--- src/rtl/fm_voice_seq.sv ---
// Per-sample voice scheduler: walks the shared FM voice engine through every
// voice once per sample frame, with a per-frame cycle budget and sticky overrun.
module fm_voice_seq #(
  parameter int NVOICE = 8,
  parameter int VW     = 3,
  parameter int BUDGET = 1024,
  parameter int BW     = 10
) (
  input  logic          clk,
  input  logic          reset,
  input  logic          rate,
  input  logic          ena,
  output logic          v_start,
  output logic [VW-1:0] v_idx,
  input  logic          v_done,
  output logic          frame_done,
  output logic          busy,
  output logic          overrun,
  input  logic          clr_ovr
);

  typedef enum logic [1:0] {IDLE, START, WAIT, FIN} state_t;

  localparam logic [VW-1:0] LAST_IDX = VW'(NVOICE - 1);
  localparam logic [BW-1:0] LAST_CNT = BW'(BUDGET - 1);

  state_t        state_q, state_d;
  logic [VW-1:0] idx_q, idx_d;
  logic [BW-1:0] cnt_q, cnt_d;
  logic          ovr_q, ovr_d;
  logic          expired;
  logic          ovr_set;

  always_ff @(posedge clk) begin
    if (!reset) begin
      state_q <= IDLE;
      idx_q   <= '0;
      cnt_q   <= '0;
      ovr_q   <= 1'b0;
    end else begin
      state_q <= state_d;
      idx_q   <= idx_d;
      cnt_q   <= cnt_d;
      ovr_q   <= ovr_d;
    end
  end

  always_comb begin
    state_d = state_q;
    idx_d   = idx_q;
    cnt_d   = (state_q == IDLE) ? '0 : cnt_q + 1'b1;
    ovr_d   = ovr_q;
    ovr_set = 1'b0;
    // The budget only guards voice work; a frame already in FIN always completes.
    expired = ((state_q == START) || (state_q == WAIT)) && (cnt_q == LAST_CNT);

    unique case (state_q)
      IDLE: begin
        if (rate && ena) begin
          state_d = START;
          idx_d   = '0;
        end
      end
      START: begin
        state_d = expired ? IDLE : WAIT;
      end
      WAIT: begin
        if (expired) begin
          state_d = IDLE;
        end else if (v_done) begin
          if (idx_q == LAST_IDX) begin
            state_d = FIN;
          end else begin
            state_d = START;
            idx_d   = idx_q + 1'b1;
          end
        end
      end
      FIN: begin
        state_d = IDLE;
      end
      default: state_d = IDLE;
    endcase

    if (expired || (rate && (state_q != IDLE))) begin
      ovr_set = 1'b1;
    end
    if (state_d == IDLE) begin
      cnt_d = '0;
    end

    if (ovr_set) begin
      ovr_d = 1'b1;
    end else if (clr_ovr) begin
      ovr_d = 1'b0;
    end
  end

  assign v_start    = (state_q == START);
  assign frame_done = (state_q == FIN);
  assign busy       = (state_q != IDLE);
  assign v_idx      = idx_q;
  assign overrun    = ovr_q;

endmodule

--- config.mk ---
export PLATFORM = sky130hd
export DESIGN_NAME = fm_voice_seq
export DESIGN_NICKNAME = d
export VERILOG_FILES = /design/src/rtl/fm_voice_seq.sv
export SDC_FILE = /design/constraint.sdc
export NUM_CORES = 1
export LEC_CHECK = 0
export ABC_CLOCK_PERIOD_IN_PS = 2300
export CAP_MARGIN = 25
export CORE_MARGIN = 10
export CORE_UTILIZATION = 46
export DETAILED_ROUTE_END_ITERATION = 7
export DONT_BUFFER_PORTS = 1
export PLACE_DENSITY = 0.72
export SYNTH_ARGS = -nofsm -noshare
export SYNTH_HDL_FRONTEND = slang
export SYNTH_SLANG_ARGS = --single-unit
--- constraint.sdc ---
create_clock -name clk -period 2.3 [get_ports clk]
set_input_delay 0.46 -clock clk [delete_from_list [all_inputs] [get_ports clk]]
set_output_delay 0.46 -clock clk [all_outputs]
set_load 0.02 [all_outputs]
==> impl_metrics.py <==
metrics = {
    "setup_path": {
        "cp_slowest_cell": "or4_1",
        "cp.depth": 6,
        "required_ns": 2.45,
        "path_class": "reg2reg",
        "start_kind": "register",
        "startpoint": "state_q[1]$_SDFF_PN0_",
        "cp_slowest_stage_delay_ns": 0.53,
        "reg2reg_depth": 6,
        "rrSetupSlack_ns": 0.41,
        "r2r_start": "state_q[1]$_SDFF_PN0_",
        "reg2reg_to": "cnt_q[2]$_SDFF_PP0_",
        "crit_family": "simple AND/OR/NAND/NOR gates",
        "cp-end-kind": "register",
        "critPathMaxFanout": 10,
        "worstPathArrival_ns": 2.05,
        "path_buf_inv": 1,
        "path_cells": "inv_1 -> ha_1 -> nand2_1 -> or4_1 -> o2111ai_2 -> nor2_1",
    },
    "run_status": {
        "outcome": "finished, final reports clean",
    },
    "yosys": {
        "synth.area.top_cells": "dfxtp_1 40%, ha_1 11%, nor2_1 6.0%",
        "ys_ff_latch": 16,
        "netlist_area_um2": 808,
        "syn_inst": 88,
        "avgSynthCellArea_um2": 9.18,
        "syn_nets": 101,
        "synth_top_area_share_pct": 39.6,
        "yosysTopAreaCell": "dfxtp_1",
        "yosysUniqueCellTypes": 30,
        "yosysSeqAreaShare_pct": 39.6,
        "ys_warn_count": 0,
    },
    "power": {
        "power_uw": 574,
        "p_leak_uw": 0.000330,
        "p_per_area_mw_per_mm2": 670,
        "vdd_ir_drop_max_mv": 0.354,
    },
    "final_layout": {
        "diodes": 0,
        "layout_common_cells": "16 x dfxtp_1, 13 x nor2_1, 8 x inv_1",
        "final_common_cell": "dfxtp_1",
        "final_net_count": 104,
        "nFillCells": 148,
        "syn_to_final_growth_pct": 6.04,
        "drive_above_1_share_pct": 7.78,
        "post-route-util_pct": 50.7,
        "fin_area_um2": 857,
    },
    "drt": {
        "route.detailed.drc": 0,
        "wl_per_cell_um": 14.6,
        "drtIter0Drc": 9,
        "firstDrtPassIters": 4,
        "drtAntennaViolNets": 0,
        "vias": 614,
        "vias_per_cell": 5.74,
        "wirelength_mm": 1.57,
    },
    "floorplan": {
        "fp-row-count": 15,
        "io_pins": 13,
        "coreArea_mm2": 0.00169,
        "dieArea_mm2": 0.00383,
        "die_w_um": 61.9,
        "start_util_pct": 47.9,
        "die_h_um": 61.9,
    },
    "cts": {
        "cts_root_buf": "clkbuf_4",
        "cts_hold_buf": 0,
        "cts_sinks": 16,
        "cts_setup_buffers": 0,
        "post_cts_resized": 0,
        "clk_pin_slew_worst_paths_ns": 0.09,
        "cts_buffers": 3,
        "cts_tree": "done",
        "clock_path_buffers": 2,
        "cts_htree_levels": 1,
        "worstSkewPairLatency_ns": 0.28,
    },
    "global_route": {
        "antenna_found_initial": 0,
        "grt_pass1_vias": 628,
        "gr-total-overflow": 0,
        "grt_pass1_wl_mm": 2.70,
        "grt_max_degree": 11,
        "grt.total_usage_pct": 9.43,
    },
    "timing": {
        "setup_viol": 0,
        "period_needed_ns": 1.89,
        "max_freq_ghz": 0.528,
        "final.period_utilization_pct": 82.3,
        "tightest_slew_ns": 0.517,
        "fin_ws_ns": 0.407,
        "timing.slew.headroom_pct": 65.5,
        "fin_setup_tns_ns": 0,
        "final_max_slew_viol_count": 0,
        "final_hold_viol_count": 0,
        "skew_ns": 0.00350,
        "rsz0062_at_grt": "false",
    },
    "run": {
        "cap_violations": 0,
    },
    "min_path": {
        "hold_start": "reset",
        "holdPathEnd": "state_q[1]$_SDFF_PN0_",
        "hold_depth": 1,
        "hold_class": "in2reg",
    },
    "placed_design": {
        "place_congestion": 0.855,
        "hpwl_mm": 1.20,
        "place_area_um2": 821,
        "post-place-ws_ns": 0.431,
        "portBuffers": 0,
    },
}
[cell usage after synthesis]
library cell / count
nand2b_1: 2
or4_1: 1
nor2b_1: 1
o41ai_1: 1
nand3_1: 3
o21a_1: 1
inv_1: 8
a21boi_0: 2
dfxtp_1: 16
clkbuf_1: 1
and3b_1: 1
nor3b_1: 1
and3_1: 1
ha_1: 7
nand4_2: 1
a22oi_1: 2
and4_4: 1
and4_1: 1
xor2_1: 4
o2111ai_2: 1
o21ai_0: 1
mux2i_1: 1
o2bb2ai_1: 4
a21oi_1: 1
xnor2_1: 4
nand2_1: 5
buf_2: 1
nor2_1: 13
nand4_1: 1
nor3_1: 1
[power breakdown]
group,internal [uW],leakage (uW),switching [uW]
combinational,31.2,0.000179,62.7
clock,96.2,0.0000210,85.4
sequential,286,0.000129,13.2
total,413,0.000330,161
[through the flow]
| step | hold WS, ns | cells |
|---|---|---|
| 2_1_floorplan | 0.426 | 88 |
| 3_3_place_gp | 0.455 | 103 |
| 3_5_place_dp | 0.465 | 103 |
| 4_1_cts | 0.314 | 107 |
| 5_1_grt | 0.301 | 107 |
| 6_report | 0.311 | 107 |
[final cells by class]
class                   instances  area, um2  share of cell area [%]
inverters                       8       30.0                    3.50
flip-flops and latches         16        320                    37.4
well taps                      17       21.3                    2.48
clock buffers                   4       36.3                    4.23
multi-input cells              62        449                    52.4
[logic make-up after synthesis]
kind of cell / count (synthesis) / share of synthesized area, %
compound gates: 13 / 13.2
xor+xnor: 8 / 8.67
fa+ha+maj: 7 / 10.8
buf+inv: 10 / 4.80
flops: 16 / 39.6
mux: 1 / 1.24
simple gates: 33 / 21.7
[flip-flops by register name (all words and copies together) (netlist names)]
signal and count:
overrun 1, cnt_q 10, state_q 2, v_idx 3
[metal layers]
| layer | track usage [%] | up-vias | routed length, um |
|---|---|---|---|
| met1 | 9.94 | 283 | 678 |
| met4 | 5.41 | 0 | 43 |
| li1 | - | 305 | - |
| met3 | 4.67 | 6 | 123 |
| met5 | 0 | - | 0 |
| met2 | 14.9 | 20 | 720 |
[worst max-delay path by stage]
stage / end / slack, ns
global route: cnt_q[2]$_SDFF_PP0_ / 0.24
CTS: cnt_q[2]$_SDFF_PP0_ / 0.40
global placement: cnt_q[0]$_SDFF_PP0_ / 0.52
finish: cnt_q[2]$_SDFF_PP0_ / 0.41
floorplan: v_idx[0]$_SDFFE_PN0P_ / 0.64
detailed placement: cnt_q[2]$_SDFF_PP0_ / 0.43
No activity file was read; power rests on OpenSTA's default activity.
